===== src/rtl/pipe_hazard_ctrl_pkg.sv =====
// ---------------------------------------------------------------------------
// pipe_ctrl_pkg -- shared types for the pipeline hazard controller.
//   ctrl_state_e : hazard FSM state encodings (also exported on the debug port)
//   fwd_sel_e    : operand-source select codes driven to the execute muxes
//   regHit()     : "source register is produced by this destination" compare
// No ports (package). Optional feature macro used by importers: FORWARD_EN.
// ---------------------------------------------------------------------------
package pipe_ctrl_pkg;

  localparam int REG_W = 3;

  typedef logic [REG_W-1:0] reg_idx_t;

  typedef enum logic [2:0] {
    ST_RUN     = 3'd0,
    ST_LDSTALL = 3'd1,
    ST_FLUSH   = 3'd2,
    ST_MEMWAIT = 3'd3,
    ST_HALT    = 3'd4
  } ctrl_state_e;

  typedef enum logic [1:0] {
    FWD_REGFILE = 2'd0,
    FWD_EXMEM   = 2'd1,
    FWD_MEMWB   = 2'd2
  } fwd_sel_e;

  // r0 is an ordinary register here, so no special case for index 0.
  function automatic logic regHit(input logic srcVld, input reg_idx_t srcReg,
                                  input logic dstWrt, input reg_idx_t dstReg);
    return srcVld & dstWrt & (srcReg == dstReg);
  endfunction

endpackage


===== src/rtl/pipe_hazard_ctrl_if.sv =====
// ---------------------------------------------------------------------------
// pipe_hazard_ctrl_if -- bundle between the pipeline datapath and the hazard
// controller.
//   master : pipeline side; drives stage register ids/flags and redirect /
//            memory / halt events, receives stall, bubble, flush, forwarding
//            selects, halt and debug state.
//   slave  : hazard controller side (directions reversed).
// ---------------------------------------------------------------------------
interface pipe_hazard_ctrl_if;
  import pipe_ctrl_pkg::*;

  // decode stage sources
  reg_idx_t    idRs;
  reg_idx_t    idRt;
  logic        idRsVld;
  logic        idRtVld;
  // execute / memory / writeback destinations
  reg_idx_t    exWriteReg;
  logic        exRegWrt;
  logic        exMemToReg;
  reg_idx_t    memWriteReg;
  logic        memRegWrt;
  reg_idx_t    wbWriteReg;
  logic        wbRegWrt;
  // events
  logic        doBranch;
  logic        jump;
  logic        memBusy;
  logic        haltIn;
  // controls back to the pipeline
  logic        stall;
  logic        bubble;
  logic        flushPipe;
  logic [1:0]  fwdASel;
  logic [1:0]  fwdBSel;
  logic        haltOut;
  logic [2:0]  state;

  modport master (
    output idRs, idRt, idRsVld, idRtVld,
    output exWriteReg, exRegWrt, exMemToReg,
    output memWriteReg, memRegWrt, wbWriteReg, wbRegWrt,
    output doBranch, jump, memBusy, haltIn,
    input  stall, bubble, flushPipe, fwdASel, fwdBSel, haltOut, state
  );

  modport slave (
    input  idRs, idRt, idRsVld, idRtVld,
    input  exWriteReg, exRegWrt, exMemToReg,
    input  memWriteReg, memRegWrt, wbWriteReg, wbRegWrt,
    input  doBranch, jump, memBusy, haltIn,
    output stall, bubble, flushPipe, fwdASel, fwdBSel, haltOut, state
  );

endinterface


===== src/rtl/pipe_hazard_ctrl_fwd_sel.sv =====
// ---------------------------------------------------------------------------
// fwd_sel -- forwarding source select for one execute operand.
// Ports:
//   srcReg/srcVld          : decode-stage source register and its use flag
//   memWriteReg/memRegWrt  : EX/MEM destination and write flag
//   wbWriteReg/wbRegWrt    : MEM/WB destination and write flag
//   fwdSel                 : FWD_EXMEM, else FWD_MEMWB, else FWD_REGFILE
// The younger (EX/MEM) result wins when both stages write the same register.
// ---------------------------------------------------------------------------
module fwd_sel
  import pipe_ctrl_pkg::*;
(
  input  reg_idx_t srcReg,
  input  logic     srcVld,
  input  reg_idx_t memWriteReg,
  input  logic     memRegWrt,
  input  reg_idx_t wbWriteReg,
  input  logic     wbRegWrt,
  output fwd_sel_e fwdSel
);

  always_comb begin
    fwdSel = FWD_REGFILE;
    if (regHit(srcVld, srcReg, memRegWrt, memWriteReg)) begin
      fwdSel = FWD_EXMEM;
    end else if (regHit(srcVld, srcReg, wbRegWrt, wbWriteReg)) begin
      fwdSel = FWD_MEMWB;
    end
  end

endmodule


===== src/rtl/pipe_hazard_ctrl.sv =====
// ---------------------------------------------------------------------------
// pipe_hazard_ctrl -- stall / bubble / flush / forwarding control for a
// 5-stage pipeline.
// Ports:
//   clk  : single clock, rising edge
//   rst  : asynchronous active-low reset
//   hz   : pipe_hazard_ctrl_if.slave (stage ids, events in; controls out)
// Parameter:
//   FLUSH_CYCLES : cycles flushPipe stays high after the redirect cycle (1..7)
// Build option:
//   FORWARD_EN   : when defined, operands are forwarded and only load-use
//                  hazards stall (one LDSTALL cycle). When undefined,
//                  forwarding selects are tied to 0 and any in-flight
//                  producer of a source stalls RUN until it retires.
// All outputs are forced to 0 while rst is low, regardless of inputs.
// ---------------------------------------------------------------------------
module pipe_hazard_ctrl
  import pipe_ctrl_pkg::*;
#(
  parameter int FLUSH_CYCLES = 2
) (
  input logic              clk,
  input logic              rst,
  pipe_hazard_ctrl_if.slave hz
);

  localparam logic [2:0] FLUSH_LOAD = 3'(FLUSH_CYCLES - 1);

  ctrl_state_e stateReg, stateNext;
  logic [2:0]  cntReg, cntNext;
  logic        pendReg, pendNext;

  logic        stallC, bubbleC, flushC, haltC;
  logic        redirect;
  logic        exHit;
  logic        dataHazard;
  fwd_sel_e    fwdA, fwdB;
  logic [1:0]  fwdAOut, fwdBOut;

  // One compare per operand against EX/MEM and MEM/WB.
  fwd_sel uFwdA (
    .srcReg     (hz.idRs),
    .srcVld     (hz.idRsVld),
    .memWriteReg(hz.memWriteReg),
    .memRegWrt  (hz.memRegWrt),
    .wbWriteReg (hz.wbWriteReg),
    .wbRegWrt   (hz.wbRegWrt),
    .fwdSel     (fwdA)
  );

  fwd_sel uFwdB (
    .srcReg     (hz.idRt),
    .srcVld     (hz.idRtVld),
    .memWriteReg(hz.memWriteReg),
    .memRegWrt  (hz.memRegWrt),
    .wbWriteReg (hz.wbWriteReg),
    .wbRegWrt   (hz.wbRegWrt),
    .fwdSel     (fwdB)
  );

  assign redirect = hz.doBranch | hz.jump;
  assign exHit    = regHit(hz.idRsVld, hz.idRs, hz.exRegWrt, hz.exWriteReg) |
                    regHit(hz.idRtVld, hz.idRt, hz.exRegWrt, hz.exWriteReg);

`ifdef FORWARD_EN
  localparam bit USE_LDSTALL = 1'b1;
  // Only a load in execute cannot be forwarded in time.
  assign dataHazard = exHit & hz.exMemToReg;
  assign fwdAOut    = fwdA;
  assign fwdBOut    = fwdB;
`else
  localparam bit USE_LDSTALL = 1'b0;
  logic unusedLoadFlag;
  // Without forwarding every in-flight producer blocks decode; the stall is
  // re-evaluated each cycle as the producer drains toward writeback.
  assign dataHazard     = exHit | (fwdA != FWD_REGFILE) | (fwdB != FWD_REGFILE);
  assign fwdAOut        = 2'd0;
  assign fwdBOut        = 2'd0;
  assign unusedLoadFlag = hz.exMemToReg;
`endif

  always_ff @(posedge clk or negedge rst) begin
    if (!rst) begin
      stateReg <= ST_RUN;
      cntReg   <= 3'd0;
      pendReg  <= 1'b0;
    end else begin
      stateReg <= stateNext;
      cntReg   <= cntNext;
      pendReg  <= pendNext;
    end
  end

  always_comb begin
    stateNext = stateReg;
    cntNext   = cntReg;
    pendNext  = pendReg;
    stallC    = 1'b0;
    bubbleC   = 1'b0;
    flushC    = 1'b0;
    haltC     = 1'b0;
    unique case (stateReg)
      ST_RUN: begin
        if (hz.haltIn) begin
          stateNext = ST_HALT;
        end else if (hz.memBusy) begin
          stateNext = ST_MEMWAIT;
        end else if (redirect) begin
          // Squash starts in the redirect cycle itself.
          flushC    = 1'b1;
          cntNext   = FLUSH_LOAD;
          stateNext = ST_FLUSH;
        end else if (dataHazard) begin
          stallC  = 1'b1;
          bubbleC = 1'b1;
          if (USE_LDSTALL) begin
            stateNext = ST_LDSTALL;
          end
        end
      end
      ST_LDSTALL: begin
        stateNext = ST_RUN;
      end
      ST_FLUSH: begin
        flushC = 1'b1;
        if (cntReg == 3'd0) begin
          stateNext = ST_RUN;
        end else begin
          cntNext = cntReg - 3'd1;
        end
      end
      ST_MEMWAIT: begin
        stallC = 1'b1;
        // A redirect seen while frozen must not be lost.
        if (redirect) begin
          pendNext = 1'b1;
        end
        if (!hz.memBusy) begin
          if (pendReg | redirect) begin
            pendNext  = 1'b0;
            cntNext   = FLUSH_LOAD;
            stateNext = ST_FLUSH;
          end else begin
            stateNext = ST_RUN;
          end
        end
      end
      ST_HALT: begin
        haltC  = 1'b1;
        stallC = 1'b1;
        flushC = 1'b1;
      end
      default: begin
        stateNext = ST_RUN;
      end
    endcase
  end

  // Gate with rst so outputs drop as soon as reset asserts, not at the edge.
  assign hz.stall     = rst & stallC;
  assign hz.bubble    = rst & bubbleC;
  assign hz.flushPipe = rst & flushC;
  assign hz.haltOut   = rst & haltC;
  assign hz.fwdASel   = rst ? fwdAOut : 2'd0;
  assign hz.fwdBSel   = rst ? fwdBOut : 2'd0;
  assign hz.state     = stateReg;

endmodule


===== src/flat_wrapper.sv =====
// flat-port wrapper written by rule: the top's interface ports become plain ports
module pipe_hazard_ctrl_flat import pipe_ctrl_pkg::*;
#(
  parameter int FLUSH_CYCLES = 2
)
  (clk, rst, hz_idRs, hz_idRt, hz_idRsVld, hz_idRtVld, hz_exWriteReg, hz_exRegWrt, hz_exMemToReg, hz_memWriteReg, hz_memRegWrt, hz_wbWriteReg, hz_wbRegWrt, hz_doBranch, hz_jump, hz_memBusy, hz_haltIn, hz_stall, hz_bubble, hz_flushPipe, hz_fwdASel, hz_fwdBSel, hz_haltOut, hz_state);
  pipe_hazard_ctrl_if hz_i ();
  input logic clk;
  input logic rst;
  input wire logic [$bits(hz_i.idRs)-1:0] hz_idRs;
  input wire logic [$bits(hz_i.idRt)-1:0] hz_idRt;
  input wire logic [$bits(hz_i.idRsVld)-1:0] hz_idRsVld;
  input wire logic [$bits(hz_i.idRtVld)-1:0] hz_idRtVld;
  input wire logic [$bits(hz_i.exWriteReg)-1:0] hz_exWriteReg;
  input wire logic [$bits(hz_i.exRegWrt)-1:0] hz_exRegWrt;
  input wire logic [$bits(hz_i.exMemToReg)-1:0] hz_exMemToReg;
  input wire logic [$bits(hz_i.memWriteReg)-1:0] hz_memWriteReg;
  input wire logic [$bits(hz_i.memRegWrt)-1:0] hz_memRegWrt;
  input wire logic [$bits(hz_i.wbWriteReg)-1:0] hz_wbWriteReg;
  input wire logic [$bits(hz_i.wbRegWrt)-1:0] hz_wbRegWrt;
  input wire logic [$bits(hz_i.doBranch)-1:0] hz_doBranch;
  input wire logic [$bits(hz_i.jump)-1:0] hz_jump;
  input wire logic [$bits(hz_i.memBusy)-1:0] hz_memBusy;
  input wire logic [$bits(hz_i.haltIn)-1:0] hz_haltIn;
  output wire logic [$bits(hz_i.stall)-1:0] hz_stall;
  output wire logic [$bits(hz_i.bubble)-1:0] hz_bubble;
  output wire logic [$bits(hz_i.flushPipe)-1:0] hz_flushPipe;
  output wire logic [$bits(hz_i.fwdASel)-1:0] hz_fwdASel;
  output wire logic [$bits(hz_i.fwdBSel)-1:0] hz_fwdBSel;
  output wire logic [$bits(hz_i.haltOut)-1:0] hz_haltOut;
  output wire logic [$bits(hz_i.state)-1:0] hz_state;
  assign hz_i.idRs = hz_idRs;
  assign hz_i.idRt = hz_idRt;
  assign hz_i.idRsVld = hz_idRsVld;
  assign hz_i.idRtVld = hz_idRtVld;
  assign hz_i.exWriteReg = hz_exWriteReg;
  assign hz_i.exRegWrt = hz_exRegWrt;
  assign hz_i.exMemToReg = hz_exMemToReg;
  assign hz_i.memWriteReg = hz_memWriteReg;
  assign hz_i.memRegWrt = hz_memRegWrt;
  assign hz_i.wbWriteReg = hz_wbWriteReg;
  assign hz_i.wbRegWrt = hz_wbRegWrt;
  assign hz_i.doBranch = hz_doBranch;
  assign hz_i.jump = hz_jump;
  assign hz_i.memBusy = hz_memBusy;
  assign hz_i.haltIn = hz_haltIn;
  assign hz_stall = hz_i.stall;
  assign hz_bubble = hz_i.bubble;
  assign hz_flushPipe = hz_i.flushPipe;
  assign hz_fwdASel = hz_i.fwdASel;
  assign hz_fwdBSel = hz_i.fwdBSel;
  assign hz_haltOut = hz_i.haltOut;
  assign hz_state = hz_i.state;
  pipe_hazard_ctrl #(.FLUSH_CYCLES(FLUSH_CYCLES)) u_core (.clk(clk), .rst(rst), .hz(hz_i));
endmodule

===== config.mk =====
export PLATFORM = sky130hd
export DESIGN_NAME = pipe_hazard_ctrl_flat
export DESIGN_NICKNAME = d
export VERILOG_FILES = /design/src/rtl/pipe_hazard_ctrl_pkg.sv /design/src/rtl/pipe_hazard_ctrl_if.sv /design/src/rtl/pipe_hazard_ctrl_fwd_sel.sv /design/src/rtl/pipe_hazard_ctrl.sv /design/src/flat_wrapper.sv
export SDC_FILE = /design/constraint.sdc
export NUM_CORES = 1
export LEC_CHECK = 0
export ABC_AREA = 0
export CAP_MARGIN = 20
export CORE_MARGIN = 3
export CORE_UTILIZATION = 41
export CTS_BUF_LIST = sky130_fd_sc_hd__clkbuf_2 sky130_fd_sc_hd__clkbuf_4 sky130_fd_sc_hd__clkbuf_8
export DETAILED_ROUTE_END_ITERATION = 16
export HOLD_SLACK_MARGIN = 0.1
export PLACE_DENSITY = 0.91
export SYNTH_ARGS = -nofsm -noshare
export SYNTH_HDL_FRONTEND = slang
export SYNTH_HIERARCHICAL = 1
export SYNTH_SLANG_ARGS = --single-unit
export TNS_END_PERCENT = 100

===== constraint.sdc =====
create_clock -name clk -period 2.2 [get_ports clk]
set_input_delay 0.33 -clock clk [delete_from_list [all_inputs] [get_ports clk]]
set_output_delay 0.33 -clock clk [all_outputs]
set_load 0.02 [all_outputs]

# Yosys cells after proc, flatten, opt, wreduce, memory -nomap -nowiden
# Index checks and enable logic that the tools add are counted.
# word_totals
regBits	7
output_inout_bits	11
# classes
n_eq_ne	17
add_sub_neg	1
muxes	32
n_bitwise	22
reduce_logical	9
# ops
operator	count
3-bit two-way mux	11
3-bit == test	6
1-bit bitwise AND	16
1-bit two-way mux	12
3-bit one-hot mux with 4 select lines	1
2-bit two-way mux	5
3-bit one-hot mux with 3 select lines	1
2-bit != test, second input constant	4
7-bit AND reduction	1
3-bit by 2-bit == test with 1-bit output, second input constant	2
3-bit zero test	2
2-bit by 1-bit != test with 1-bit output, second input constant	3
1-bit bitwise OR	5
4-bit by 3-bit != test with 1-bit output, second input constant	1
1-bit one-hot mux with 2 select lines	2
4-bit AND reduction	1
2-bit nonzero test	2
2-bit OR reduction	2
3-bit == test, second input constant	1
3-bit nonzero test	1
3-bit by 1-bit subtractor with 3-bit output, second input constant	1
1-bit inverter	1

# Longest topological paths before layout
# logic_depth
word_depth	13
depth_mapped	7
mapped_depth_nobuf	7

# Modules after synthesis
# The synthesis kept the hierarchy.
# by_module_without_submodules
mod	n_inst	seq_area_each_um2	area_each_um2	cells_each
pipe_hazard_ctrl	1	175.2	591.8	71
fwd_sel	2	0.0	86.3	10

# Worst setup path before layout
# Ideal clock, no wire load.
# synth_path
kind	in2out
startpoint	input hz_idRs[0]
endpoint	output hz_stall
n_path_buf	0
cell_stages	7
path_slack_ps	216
arrival_ps	1654
path_cell_list	xor2_1 > nor4_2 > nor4_2 > nor4_1 > o41ai_1 > o211ai_1 > a31oi_1
# synth_via
word_cells_on_any_way	18
# synth_rtl
item	line	source
start: declaration	flat_wrapper.sv:10	input wire logic [$bits(hz_i.idRs)-1:0] hz_idRs;
3-bit == test	pipe_hazard_ctrl_pkg.sv:31	return srcVld & dstWrt & (srcReg == dstReg);
1-bit bitwise AND	pipe_hazard_ctrl_pkg.sv:31	
2-bit two-way mux	pipe_hazard_ctrl_fwd_sel.sv:24	if (regHit(srcVld, srcReg, memRegWrt, memWriteReg)) begin
named net u_core.fwdA[0]	pipe_hazard_ctrl.sv:37	fwd_sel_e fwdA, fwdB;
2-bit nonzero test	pipe_hazard_ctrl.sv:76	assign dataHazard = exHit | (fwdA != FWD_REGFILE) | (fwdB != FWD_REGFILE);
1-bit bitwise OR (2 in a row)	pipe_hazard_ctrl.sv:76	
1-bit two-way mux	pipe_hazard_ctrl.sv:113	end else if (dataHazard) begin
1-bit two-way mux	pipe_hazard_ctrl.sv:108	end else if (redirect) begin
1-bit two-way mux	pipe_hazard_ctrl.sv:106	end else if (hz.memBusy) begin
1-bit two-way mux	pipe_hazard_ctrl.sv:104	if (hz.haltIn) begin
1-bit one-hot mux with 2 select lines	pipe_hazard_ctrl.sv:102	unique case (stateReg)
1-bit bitwise AND	pipe_hazard_ctrl.sv:160	assign hz.stall = rst & stallC;
end: declaration	flat_wrapper.sv:25	output wire logic [$bits(hz_i.stall)-1:0] hz_stall;
# The timed path passes the listed nets, and every way through them passes these cells.

# Worst setup path in the final report
# layout_path
startpoint	input hz_memWriteReg[1]
endpoint	output hz_stall
# layout_via
word_cells_on_any_way	16
# layout_rtl
item	line	source
start: declaration	flat_wrapper.sv:17	input wire logic [$bits(hz_i.memWriteReg)-1:0] hz_memWriteReg;
3-bit == test	pipe_hazard_ctrl_pkg.sv:31	
1-bit bitwise AND	pipe_hazard_ctrl_pkg.sv:31	
2-bit two-way mux	pipe_hazard_ctrl_fwd_sel.sv:24	
named net u_core.fwdB[0]	pipe_hazard_ctrl.sv:37	
2-bit nonzero test	pipe_hazard_ctrl.sv:76	
1-bit bitwise OR	pipe_hazard_ctrl.sv:76	
1-bit two-way mux	pipe_hazard_ctrl.sv:113	
1-bit two-way mux	pipe_hazard_ctrl.sv:108	
1-bit two-way mux	pipe_hazard_ctrl.sv:106	
1-bit two-way mux	pipe_hazard_ctrl.sv:104	
1-bit one-hot mux with 2 select lines	pipe_hazard_ctrl.sv:102	
1-bit bitwise AND	pipe_hazard_ctrl.sv:160	
# The timed path passes the listed nets, and every way through them passes these cells.

==> flow_metrics.py <==
metrics = {
    "outcome": {
        "status": "completed",
    },
    "placed_design": {
        "place_hpwl_mm": 1.872,
        "portBuffers": 32,
        "gp_congestion": 0.9246,
        "place_area_sq_um": 1230,
    },
    "yosys": {
        "muxShareOfSynthArea_pct": 0,
        "seq_area_frac_synth_pct": 22.91,
        "synth_cell_type_count": 35,
        "syn_inst": 91,
        "syn-cell-area_sq_um": 764.5,
        "synth_seq_cells": 7,
        "synth_compound_area_share_pct": 19.15,
        "synth_edf_count": 0,
        "avgSynthCellArea_sq_um": 8.401,
        "synthAdderAreaFrac_pct": 3.273,
        "synth_ff_type": "dfrtp_1",
        "yosys.area_share.simple_pct": 23.57,
        "synth_warnings": 6,
        "synth_top_family_by_area": "simple AND/OR/NAND/NOR gates",
        "synth-xor-area-share_pct": 20.62,
        "async_flop_share_pct": 100.0,
    },
    "final_layout": {
        "drive_gt1_share_pct": 41.38,
        "final_common_cell": "buf_4",
        "fillers": 103,
        "nets": 175,
        "design_area_sq_um": 1351,
        "layout_common_cells": "buf_4 (24), clkdlybuf4s50_1 (13), nor2_1 (8), xor2_1 (8)",
        "multi_input_area_sq_um": 635.6,
        "area_growth_pct": 76.76,
        "seq_area_sq_um": 175.2,
        "diodes": 0,
    },
    "worst_setup_path": {
        "crit_type": "in2out",
        "start_kind": "input port",
        "worstRegToRegCells": 5,
        "r2r-end": "u_core/cntReg[2]$_DFFE_PN0P_",
        "reg2reg_from": "u_core/hz.state[2]$_DFFE_PN0P_",
        "crit_path_end_kind": "output pin",
        "crit_required_ps": 1870,
        "worstPathMaxFanout": 2,
        "reg2reg_slack_ps": 750,
        "crit_arrival_ps": 1860,
    },
    "power_and_ir_drop": {
        "p_clk_share_pct": 13.3,
        "power.internal_uw": 559.4,
        "pwr-share-seq_pct": 26.0,
        "power_density_nw_per_um2": 734.6,
        "p_sw_uw": 433.3,
        "switching_share_pct": 43.65,
        "leakage_nw": 0.6165,
        "peakVddDrop_uv": 386.2,
        "combPwrFrac_pct": 60.7,
    },
    "timing": {
        "period_share_pct": 99.46,
        "drv_slew": 0,
        "period_needed_ps": 2188,
        "holdWs_ps": 421.5,
        "rsz0062_at_grt": "true",
        "clock.fmax_ghz": 0.4570,
        "finalSetupViolations": 0,
        "finalClockSkew_ps": 2.063,
        "hold_viol_final": 0,
    },
    "route": {
        "wl_per_cell_um": 14.21,
        "dr.pass1.iters": 4,
        "drcViolationCount": 0,
        "routed_wl_mm": 2.402,
        "drtIter0Drc": 19,
        "via_per_inst": 5.148,
        "drtAntennaViolNets": 0,
        "vias": 870,
    },
    "clock_tree": {
        "numCtsBuffers": 3,
        "clockBufferDepth": 2,
        "cts_sinks": 7,
        "ctsHoldBuffers": 0,
        "clk_latency_ps": 250,
        "cts-htree-levels": 1,
        "root_buffer": "clkbuf_4",
        "cts_tree": "done",
        "clk_pin_slew_ps": 50,
    },
    "floorplan": {
        "die_w_um": 49.18,
        "coreArea_sq_um": 1629,
        "start_util_pct": 46.93,
        "die_y_um": 49.18,
        "num_rows": 14,
        "boundaryPins": 38,
        "die_area_sq_um": 2419,
    },
    "global_routing": {
        "grt_pass1_wl_mm": 4.119,
        "antenna_found_initial": 0,
        "grt_pass1_vias": 943,
        "grt-ovfl-total": 0,
        "grt_use_total_pct": 22.06,
        "grt_max_degree": 11,
    },
    "worst_hold_path": {
        "min_path_type": "in2async",
    },
    "run": {
        "cap_violations": 0,
    },
}
==> worst max-delay path, stage by stage <==
cell      delay [ps]
buf_8            110
xor2_4           180
nor4_4           290
nor4_2            80
nor4_1           230
o41ai_1          120
o211ai_1         230
a31oi_1          110
buf_4            170
==> metrics by stage <==
stage	total power [mW]	utilization, %	cells	setup TNS, ps	worst slack (ps)
after detailed placement	0.8417	75.50	164	-1891	-787.0
after floorplan	0.5795	-	94	0	216.3
final	0.9927	82.95	169	0	11.78
after CTS	0.9778	81.34	169	0	1.708
after global routing	1.075	82.95	169	-113.0	-69.29
after global placement	0.8092	75.50	164	-1807	-749.5
==> timing repair <==
action	in CTS	in global routing
resized for setup	68	18
setup buffers	1	0
pin swaps	16	9
setup endpoints to repair	3	4
==> registers in the layout (all words and copies together) (netlist names) <==
signal / flops
u_core/cntReg: 3
u_core/hz.state: 3
u_core/pendReg: 1
==> worst max-delay path by stage <==
stage | startpoint | end | slack (ps) | cells after the start
CTS | hz_wbRegWrt | hz_stall | 2 | 8
finish | hz_memWriteReg[1] | hz_stall | 10 | 9
floorplan | hz_idRs[0] | hz_stall | 220 | 7
detailed placement | hz_memWriteReg[0] | hz_stall | -790 | 9
global placement | hz_idRs[0] | hz_stall | -750 | 9
global route | hz_memWriteReg[1] | hz_stall | -70 | 9
==> area by class of cell <==
| cell class | instances | share of cell area (%) |
|---|---|---|
| Multi-Input combinational cell | 73 | 47.04 |
| Timing Repair Buffer | 53 | 33.33 |
| Clock buffer | 4 | 2.222 |
| Sequential cell | 7 | 12.96 |
| Inverter | 8 | 2.222 |
| Tap cell | 24 | 2.222 |
==> metal layers <==
layer / GRT usage, % / up-vias / wire [um]
met5: 0 / - / 0
li1: - / 418 / -
met4: 10.90 / 0 / 31
met2: 42.41 / 41 / 1355
met3: 3.976 / 4 / 157
met1: 22.20 / 407 / 858
==> cell families after synthesis <==
kind of cell             after synthesis
AND/OR/NAND/NOR                       30
buffers and inverters                 14
XOR/XNOR                              18
flip-flops                             7
other                                  1
adder cells (fa/ha/maj)                2
AO/OA/AOI/OAI                         19
==> power by group through the flow <==
stage / clock network (mW) / logic (mW) / registers, mW
2_1_floorplan: 0 / 0.321 / 0.258
3_3_place_gp: 0 / 0.561 / 0.248
3_5_place_dp: 0 / 0.586 / 0.256
4_1_cts: 0.134 / 0.589 / 0.254
5_1_grt: 0.145 / 0.661 / 0.269
6_report: 0.132 / 0.602 / 0.259
==> cell usage after synthesis (2+ instances only) <==
| cell type | count | area, sq um |
|---|---|---|
| xnor2_1 | 2 | 17.52 |
| xor2_1 | 16 | 140.1 |
| nor4_1 | 2 | 12.51 |
| nor3_1 | 2 | 10.01 |
| nor2_1 | 8 | 30.03 |
| nand2_1 | 6 | 22.52 |
| inv_1 | 7 | 26.28 |
| nand3_1 | 3 | 15.01 |
| dfrtp_1 | 7 | 175.2 |
| a21oi_1 | 3 | 15.01 |
| nor4_2 | 4 | 50.05 |
| a31oi_1 | 3 | 18.77 |
| ha_1 | 2 | 25.02 |
| buf_4 | 4 | 30.03 |
| o31ai_2 | 2 | 25.02 |
No activity file was read; power rests on OpenSTA's default activity.
